### src/rtl/fp_rr_pkg.sv
// ============================================================================
// Module  : fp_rr_pkg
// Brief   : Shared widths and the operand-bundle type for the FP register-read
//           stage and its skid FIFO.
// Revision: 1.0 - initial release
// ============================================================================
`default_nettype none

package fp_rr_pkg;

  localparam int PREG_W    = 7;
  localparam int DATA_W    = 65;
  localparam int UOP_W     = 32;
  localparam int NUM_PREGS = 96;

  typedef struct packed {
    logic [UOP_W-1:0]  uop;
    logic [DATA_W-1:0] rs1;
    logic [DATA_W-1:0] rs2;
    logic [DATA_W-1:0] rs3;
  } rr_entry_t;

endpackage

`default_nettype wire

### src/rtl/rr_skid_fifo.sv
// ============================================================================
// Module  : rr_skid_fifo
// Brief   : Circular skid buffer with push/pop/flush, registered head output.
// Revision: 1.0 - initial release
// ============================================================================
`default_nettype none

module rr_skid_fifo
  import fp_rr_pkg::*;
#(
  parameter int DEPTH = 3,
  localparam int CNT_W = $clog2(DEPTH + 1),
  localparam int PTR_W = $clog2(DEPTH)
) (
  input  logic             clock,
  input  logic             reset,
  input  logic             i_flush,
  input  logic             i_push,
  input  rr_entry_t        i_push_data,
  input  logic             i_pop,
  output logic             o_valid,
  output rr_entry_t        o_head,
  output logic [CNT_W-1:0] o_count
);

  rr_entry_t        r_mem [DEPTH];
  logic [PTR_W-1:0] r_wr_ptr;
  logic [PTR_W-1:0] r_rd_ptr;
  logic [CNT_W-1:0] r_count;
  logic [PTR_W-1:0] w_wr_nxt;
  logic [PTR_W-1:0] w_rd_nxt;
  logic             w_pop;

  assign w_pop    = i_pop & (r_count != '0);
  assign w_wr_nxt = (r_wr_ptr == PTR_W'(DEPTH - 1)) ? '0 : r_wr_ptr + 1'b1;
  assign w_rd_nxt = (r_rd_ptr == PTR_W'(DEPTH - 1)) ? '0 : r_rd_ptr + 1'b1;

  always_ff @(posedge clock or negedge reset) begin
    if (!reset) begin
      r_wr_ptr <= '0;
      r_rd_ptr <= '0;
      r_count  <= '0;
      for (int i = 0; i < DEPTH; i++) r_mem[i] <= '0;
    end else if (i_flush) begin
      r_wr_ptr <= '0;
      r_rd_ptr <= '0;
      r_count  <= '0;
    end else begin
      if (i_push) begin
        r_mem[r_wr_ptr] <= i_push_data;
        r_wr_ptr        <= w_wr_nxt;
      end
      if (w_pop) r_rd_ptr <= w_rd_nxt;
      case ({i_push, w_pop})
        2'b10:   r_count <= r_count + 1'b1;
        2'b01:   r_count <= r_count - 1'b1;
        default: r_count <= r_count;
      endcase
    end
  end

  assign o_valid = (r_count != '0);
  assign o_head  = r_mem[r_rd_ptr];
  assign o_count = r_count;

endmodule

`default_nettype wire

### src/rtl/fp_reg_read_stage.sv
// ============================================================================
// Module  : fp_reg_read_stage
// Brief   : FP register-read stage: drives RF read addresses, captures operands
//           (optional writeback bypass under FP_RR_WB_BYPASS_EN), skid FIFO out.
// Revision: 1.0 - initial release
// ============================================================================
`default_nettype none

module fp_reg_read_stage
  import fp_rr_pkg::*;
#(
  parameter int SKID_DEPTH = 3
) (
  input  logic              clock,
  input  logic              reset,
  input  logic              flush,
  input  logic              in_valid,
  output logic              in_ready,
  input  logic [UOP_W-1:0]  in_uop,
  input  logic [PREG_W-1:0] in_prs1,
  input  logic [PREG_W-1:0] in_prs2,
  input  logic [PREG_W-1:0] in_prs3,
  input  logic [2:0]        in_prs_en,
  output logic [PREG_W-1:0] rf_read_addr_0,
  output logic [PREG_W-1:0] rf_read_addr_1,
  output logic [PREG_W-1:0] rf_read_addr_2,
  input  logic [DATA_W-1:0] rf_read_data_0,
  input  logic [DATA_W-1:0] rf_read_data_1,
  input  logic [DATA_W-1:0] rf_read_data_2,
  input  logic [1:0]        wb_valid,
  input  logic [PREG_W-1:0] wb_addr_0,
  input  logic [PREG_W-1:0] wb_addr_1,
  input  logic [DATA_W-1:0] wb_data_0,
  input  logic [DATA_W-1:0] wb_data_1,
  output logic              out_valid,
  input  logic              out_ready,
  output logic [UOP_W-1:0]  out_uop,
  output logic [DATA_W-1:0] out_rs1_data,
  output logic [DATA_W-1:0] out_rs2_data,
  output logic [DATA_W-1:0] out_rs3_data
);

  localparam int CNT_W = $clog2(SKID_DEPTH + 1);

  logic                   w_accept;
  logic [CNT_W-1:0]       w_count;
  logic                   r_s1_valid;
  logic [UOP_W-1:0]       r_s1_uop;
  logic [2:0][PREG_W-1:0] r_s1_prs;
  logic [2:0]             r_s1_en;
  logic [2:0][DATA_W-1:0] w_rf_data;
  logic [2:0][DATA_W-1:0] w_opnd;
  rr_entry_t              w_push_entry;
  rr_entry_t              w_head;

  // The file registers these addresses itself, so they follow the inputs every cycle.
  assign rf_read_addr_0 = in_prs1;
  assign rf_read_addr_1 = in_prs2;
  assign rf_read_addr_2 = in_prs3;

  assign in_ready = reset & ~flush &
                    ((32'(w_count) + 32'(r_s1_valid)) < 32'(SKID_DEPTH));
  assign w_accept = in_valid & in_ready;

  always_ff @(posedge clock or negedge reset) begin
    if (!reset) begin
      r_s1_valid <= 1'b0;
      r_s1_uop   <= '0;
      r_s1_prs   <= '0;
      r_s1_en    <= '0;
    end else begin
      r_s1_valid <= w_accept;
      if (w_accept) begin
        r_s1_uop <= in_uop;
        r_s1_prs <= {in_prs3, in_prs2, in_prs1};
        r_s1_en  <= in_prs_en;
      end
    end
  end

  assign w_rf_data = {rf_read_data_2, rf_read_data_1, rf_read_data_0};

  always_comb begin
    w_opnd = w_rf_data;
    for (int i = 0; i < 3; i++) begin
`ifdef FP_RR_WB_BYPASS_EN
      // Port 0 is evaluated last so it wins if both ports ever hit.
      if (r_s1_prs[i] != '0) begin
        if (wb_valid[1] && (wb_addr_1 == r_s1_prs[i])) w_opnd[i] = wb_data_1;
        if (wb_valid[0] && (wb_addr_0 == r_s1_prs[i])) w_opnd[i] = wb_data_0;
      end
`endif
      if (!r_s1_en[i]) w_opnd[i] = '0;
    end
  end

`ifndef FP_RR_WB_BYPASS_EN
`ifndef SYNTHESIS
  logic w_wb_hazard;

  always_comb begin
    w_wb_hazard = 1'b0;
    for (int i = 0; i < 3; i++) begin
      if (r_s1_en[i] && (r_s1_prs[i] != '0) &&
          ((wb_valid[0] && (wb_addr_0 == r_s1_prs[i])) ||
           (wb_valid[1] && (wb_addr_1 == r_s1_prs[i]))))
        w_wb_hazard = 1'b1;
    end
  end

  // Without the bypass mux, issue must keep dependents out of S1 during writeback.
  always_ff @(posedge clock) begin
    if (reset && r_s1_valid)
      assert (!w_wb_hazard)
      else $error("fp_reg_read_stage: S1 source collides with same-cycle writeback");
  end
`endif
`endif

  assign w_push_entry.uop = r_s1_uop;
  assign w_push_entry.rs1 = w_opnd[0];
  assign w_push_entry.rs2 = w_opnd[1];
  assign w_push_entry.rs3 = w_opnd[2];

  rr_skid_fifo #(
    .DEPTH (SKID_DEPTH)
  ) u_skid (
    .clock       (clock),
    .reset       (reset),
    .i_flush     (flush),
    .i_push      (r_s1_valid),
    .i_push_data (w_push_entry),
    .i_pop       (out_ready),
    .o_valid     (out_valid),
    .o_head      (w_head),
    .o_count     (w_count)
  );

  assign out_uop      = w_head.uop;
  assign out_rs1_data = w_head.rs1;
  assign out_rs2_data = w_head.rs2;
  assign out_rs3_data = w_head.rs3;

endmodule

`default_nettype wire

### config.mk
export PLATFORM = sky130hd
export DESIGN_NAME = fp_reg_read_stage
export DESIGN_NICKNAME = d
export VERILOG_FILES = /design/src/rtl/fp_rr_pkg.sv /design/src/rtl/rr_skid_fifo.sv /design/src/rtl/fp_reg_read_stage.sv
export SDC_FILE = /design/constraint.sdc
export NUM_CORES = 1
export LEC_CHECK = 0
export BUFFER_PORTS_ARGS = -buffer_cell sky130_fd_sc_hd__buf_2
export CAP_MARGIN = 20
export CORE_AREA = 2 2 252 254
export DETAILED_ROUTE_END_ITERATION = 10
export DIE_AREA = 0 0 254 256
export PLACE_DENSITY = 0.74
export SYNTH_ARGS = -nofsm -noshare
export SYNTH_HDL_FRONTEND = slang
export SYNTH_SLANG_ARGS = --single-unit
### constraint.sdc
create_clock -name clock -period 2.18 [get_ports clock]
set_input_delay 0.327 -clock clock [delete_from_list [all_inputs] [get_ports clock]]
set_output_delay 0.327 -clock clock [all_outputs]
set_load 0.02 [all_outputs]
==> reports/qor.yml, run 1 <==
status: "complete, but fails checks"
violations: "setup timing"
slew_headroom: 0.334
clock_latency_ps: 610
grt_usage: 0.257
final_hold_viol_count: 0
cp_common_cell: "clkbuf_16"
globalplace.congestion: 0.789
nets: 4177
async_reset_ff_frac: 1.00
hold_class: "in2reg"
use_met1: 0.331
power_switching_share: 0.294
syn_nets: 3604
power_density_nw_per_um2: 895
ys_seq_elements: 723
yosys.area_share.simple: 0.125
cp_slowest_cell: "dfrtp_4"
fp.dieW_um: 254
holdWs_ps: 30.3
dpl.hpwl_mm: 50.8
cts.htree.levels: 3
avgSynthCellArea_um2: 9.82
antenna_found_initial: 15
yosys-top-cells-count: "nand2_1 (1011), o21ai_1 (807), dfrtp_1 (723)"
synth_compound_area_frac: 0.131
start_util: 0.504
fin_worst_skew_ps: 21.7
fp.dieH_um: 256
crit_fanout: 8
fmax_mhz: 392
cp_data_arrival_time_ps: 2230
holdCritStartpoint: "rf_read_data_1[46]"
r2r_start: "u_skid.o_count[0]"
cts_tree: "done"
portBuffers: 463
synth-warning-count: 0
synth_most_common_cell: "nand2_1"
setup_slack_ps: -374
via_count: 26300
cpPeakStageDelay_ps: 520
synth_cell_type_count: 30
crit_chain: "nor2b_4 -> buf_12 -> clkbuf_16 -> clkbuf_16 -> nand2_1 -> o21ai_1 -> buf_4"
antenna_left: 0
pre_cts_slack_ps: 169
ys_seq_area_frac: 0.576
cp.required_ps: 1850
use_met2: 0.418
hold_depth: 3
max_cap_violations: 0
wl_per_cell_um: 20.6
synth_flop_cell: "dfrtp_1"
period_share: 1.17
layout-drive-gt1-share: 0.257
holdPathEnd: "u_skid.r_mem[111]"
reg2regPathDepth: 6
endpoint_kind: "primary output"
rsz0062_at_grt: "true"
r2r-end: "r_s1_uop[4]"
seqPwrFrac: 0.423
drcViolationCount: 0
viasPerCell: 5.61
clockRootBuffer: "clkbuf_16"
finalMaxSlewViolations: 0
r2r_slack_ps: 140
setup_viol: 228
fin_cells: 4690
firstDrtPassIters: 6
area_growth_pct: 34.3
worstMarginPinSlew_ps: 1000
synth_top_area_frac: 0.576
top_usage_layer: "met2"
syn_area_um2: 31400
p_clk_frac: 0.358
synth_fa_ha_area_frac: 0.000796
synth_edf_count: 0
path_clk_slew_ps: 60
synth_top_family_by_area: "compound AO/OA/AOI/OAI gates"
core-area_um2: 62400
cp-start-kind: "flop"
combPwrFrac: 0.219
met3_usage: 0.0599
p_switching_mw: 11.1
irDropWorstVdd_uv: 705
muxShareOfSynthArea: 0.124
power_mw: 37.8
yosysTopAreaCell: "dfrtp_1"
p_int_mw: 26.7
period_needed_ps: 2550
clockBufferDepth: 3
grt.overflow.total: 0
worst-setup-path-type: "reg2out"
grt_pass1_vias: 24900
wl_mm: 96.5
cts_buffers: 76
row_count: 92
syn_inst: 3200
die_area_um2: 65000
place_inst: 4323
grt_max_degree: 190
synth_area_leaders: "dfrtp_1 (58%), o21ai_1 (13%), nand2_1 (12%), mux2i_1 (7.3%), mux2_1 (3.5%)"
ioPinCount: 652
total_leakage_power_nw: 19.3
clock_sinks: 723
drt_iter0_drc: 2358
final_core_util: 0.676
synth-xor-area-share: 0
grt_pass1_wl_mm: 134
[power groups by stage]
stage	combinational, mW	sequential (mW)	clock (mW)
floorplan	4.27	15.8	0
CTS	7.05	15.8	13.7
global route	8.87	16.1	14.3
global placement	6.41	16.0	0
finish	8.27	16.0	13.5
detailed placement	6.52	16.1	0
[metal layers]
| layer | wire [µm] | share of wire |
|---|---|---|
| met1 | 37500 | 0.39 |
| met3 | 7210 | 0.075 |
| met5 | 36 | 0.00037 |
| met2 | 46700 | 0.48 |
| met4 | 4970 | 0.052 |
[cells in the final DEF (no fill, tap or decap), types with 4 or more instances in the layout]
cell / n
nand2_1: 937
dfrtp_1: 717
o21ai_1: 696
buf_2: 237
mux2i_1: 210
dlygate4sd3_1: 158
buf_4: 147
buf_6: 122
clkbuf_16: 109
o21ai_2: 106
mux2_1: 99
nand2_2: 49
buf_12: 41
mux2_4: 32
nand2_4: 25
clkbuf_8: 23
buf_16: 16
mux2i_2: 14
clkbuf_1: 14
diode_2: 13
o21ai_4: 12
buf_8: 8
clkinv_2: 7
bufinv_16: 6
mux2i_4: 4
a21oi_1: 4
dfrtp_2: 4
[worst max path at each step]
stage / cells past startpoint / slack, ps / end / startpoint
detailed placement: 6 / 170 / r_s1_uop[4] / u_skid.o_count[0]
CTS: 6 / -370 / out_uop[9] / u_skid.r_rd_ptr[0]
floorplan: 7 / 230 / r_s1_uop[10] / u_skid.o_count[0]
global placement: 6 / 210 / r_s1_uop[10] / u_skid.o_count[0]
global route: 7 / -420 / out_rs3_data[10] / u_skid.r_rd_ptr[0]
finish: 7 / -370 / out_rs3_data[10] / u_skid.r_rd_ptr[0]
[stage by stage]
| stage | area (µm²) | TNS (ps) |
|---|---|---|
| floorplan | 31400 | 0 |
| global route | 42200 | -69360 |
| global placement | 34600 | 0 |
| CTS | 39400 | -66000 |
| finish | 42200 | -53010 |
| detailed placement | 34600 | 0 |
[critical path, delay by kind of cell (launching register included)]
| family | cells | cell delay, ps |
|---|---|---|
| buffers and inverters | 4 | 730 |
| DFF | 1 | 520 |
| and+or+nand+nor | 2 | 260 |
| AOI/OAI and AO/OA | 1 | 120 |
[final cells by class]
cell class | count | area, µm²
fillers | 4353 | 20200
flip-flops and latches | 723 | 18100
multi-input cells | 2211 | 13000
repair buffers | 760 | 7400
clock buffers | 115 | 2320
well taps | 846 | 1060
clock inverters | 21 | 308
diodes | 13 | 32.5
inverters | 1 | 3.75
[registers in the layout (all words and copies together), names as in the netlist]
signal           count
u_skid.r_wr_ptr      2
r_s1_en              3
u_skid.r_mem       681
r_s1_valid           1
r_s1_uop            32
u_skid.r_rd_ptr      2
u_skid.o_count       2
[logic make-up (layout without fill, tap and decap cells)]
| group | count (synthesis) | count (layout) |
|---|---|---|
| mux | 360 | 360 |
| flops | 723 | 723 |
| fa+ha+maj | 2 | 2 |
| buf+inv | 266 | 897 |
| compound gates | 819 | 819 |
| simple gates | 1030 | 1030 |
| other cells | 0 | 13 |
[repair_timing]
action,in CTS,in global routing
gates resized for setup,110,567
gates cloned,4,41
pin swaps,0,40
hold buffers,158,0
hold endpoints to repair,480,0
buffers inserted,6,11
endpoints found under the setup margin,228,228
No activity file was read; power rests on OpenSTA's default activity.
==> run 2: changes to the inputs <==
==> constraint.sdc (replaced) <==
create_clock -name clock -period 2.18 [get_ports clock]
set_input_delay 0 -clock clock [delete_from_list [all_inputs] [get_ports clock]]
set_output_delay 0 -clock clock [all_outputs]
set_load 0.02 [all_outputs]
==> run 2 against run 1 <==
Die area is the same; core utilization fell by 0.74 points; clock skew rose by 2.2 ps; power decreased by 1.9%; critical path type unchanged; the flow still finishes with violations (setup timing); worst setup slack better by 320 ps; critical path depth increased by 1.
==> reports/qor.yml, run 2 (synthesis gave the netlist of run 1 again) <==
path_clk_slew_ps: 60
grt_max_degree: 178
antenna_left: 0
setup_viol: 12
hold_class: "in2out"
cts_tree: "done"
globalplace.congestion: 0.793
endpoint_kind: "primary output"
crit_path_start: "u_skid.r_rd_ptr[0]"
status: "complete, but fails checks"
r2r_slack_ps: 160
pre_cts_slack_ps: 190
start_util: 0.504
max_cap_violations: 0
tns_ps: -221
portBuffers: 463
row_count: 92
drt_iter0_drc: 2579
clockRootBuffer: "clkbuf_16"
hold_depth: 0
grt_pass1_wl_mm: 145
critical_path_buf_inv_count: 5
fp.dieH_um: 256
reg2regPathDepth: 6
cts_buffers: 77
power_mw: 37.1
period_needed_ps: 2230
crit_fanout: 7
r2r_start: "u_skid.o_count[0]"
dpl.hpwl_mm: 50.8
clock_sinks: 723
finalMaxSlewViolations: 0
holdPathEnd: "rf_read_addr_0[3]"
max_flop_register: "u_skid.r_mem"
via_count: 26800
irDropWorstVdd_uv: 757
top_regs: "u_skid.r_mem: 681 flops, r_s1_uop: 32 flops, r_s1_en: 3 flops"
fillers: 4402
seq_area_um2: 18100
power_density_nw_per_um2: 888
firstDrtPassIters: 8
nets: 4243
cp.required_ps: 2180
cpPeakStageDelay_ps: 520
area_growth_pct: 32.8
fin_worst_skew_ps: 23.9
worst-setup-path-type: "reg2out"
cts.htree.levels: 3
mostFrequentLayoutCell: "nand2_1"
holdWs_ps: 0.00881
fp.dieW_um: 254
rsz0062_at_grt: "true"
violations: "setup timing"
total_leakage_power_nw: 19.0
period_share: 1.02
r2r-end: "r_s1_uop[28]"
final_cell_mix: "nand2_1 (978), o21ai_1 (736), dfrtp_1 (718), buf_2 (277), dlygate4sd3_1 (234)"
clockBufferDepth: 3
antenna_found_initial: 10
grt.overflow.total: 0
holdCritStartpoint: "in_prs1[3]"
cp-start-kind: "flop"
cp_data_arrival_time_ps: 2230
die_area_um2: 65000
largest_reg_flops: 681
crit_family: "buffers and inverters"
clock_latency_ps: 620
crit_chain: "nor2b_4 -> buf_12 -> buf_16 -> buf_16 -> buf_8 -> nand2_2 -> o21ai_2 -> buf_6"
layout-drive-gt1-share: 0.222
cp_slowest_cell: "dfrtp_4"
viasPerCell: 5.63
grt_pass1_vias: 26400
cp_common_cell: "buf_16"
wl_mm: 97.9
final_hold_viol_count: 0
wl_per_cell_um: 20.6
grt_usage: 0.282
setup_slack_ps: -52.1
worstMarginPinSlew_ps: 1030
drcViolationCount: 0
slew_headroom: 0.315
core-area_um2: 62400
ioPinCount: 652
fmax_mhz: 448
multi_input_area_um2: 12400
-- run 2: routing by layer --
metal / routed length (µm) / global-route usage
met3: 7480 / 0.0602
met2: 47900 / 0.462
met1: 37800 / 0.358
met5: 13 / 0
met4: 4680 / 0.130
-- run 2: layout make-up --
type                       count  share of cell area
tap                          846              0.0254
sequential                   723               0.434
timing repair buffer         825               0.183
inverter                       1           0.0000899
multi-input combinational   2211               0.297
clock buffer                 112              0.0532
antenna                        9            0.000540
clock inverter                25             0.00659
-- run 2: timing repair --
item                                   4_1_cts  5_1_grt
endpoints found under the hold margin     1095        0
gates resized for setup                    204      226
hold buffers                               234        0
cloned                                      15       16
pin swaps                                    8       10
setup endpoints to repair                  227      216
setup buffers                               18        5
-- run 2: worst max-delay path by stage --
stage	depth (start not counted)	slack [ps]	endpoint
after floorplan	7	230	r_s1_uop[10]
after global placement	6	230	r_s1_uop[11]
after detailed placement	6	190	r_s1_uop[26]
after CTS	7	-70	out_rs2_data[4]
after global routing	8	-120	out_rs1_data[32]
final	8	-50	out_rs1_data[32]
-- run 2: power by group --
part / total (mW) / internal [mW] / switching [mW] / leakage (nW)
logic: 8.04 / 3.43 / 4.61 / 7.97
clock network: 13.1 / 7.49 / 5.59 / 1.23
registers: 15.9 / 14.9 / 1.00 / 9.76
total: 37.1 / 25.9 / 11.2 / 19.0
-- run 2: stage by stage --
step	cell area [µm²]	instances	utilization
6_report	41700	4752	0.669
5_1_grt	41700	4751	0.669
4_1_cts	40600	4723	0.651
3_5_place_dp	34600	4319	0.554
3_3_place_gp	34600	4319	0.554
2_1_floorplan	31400	3200	-
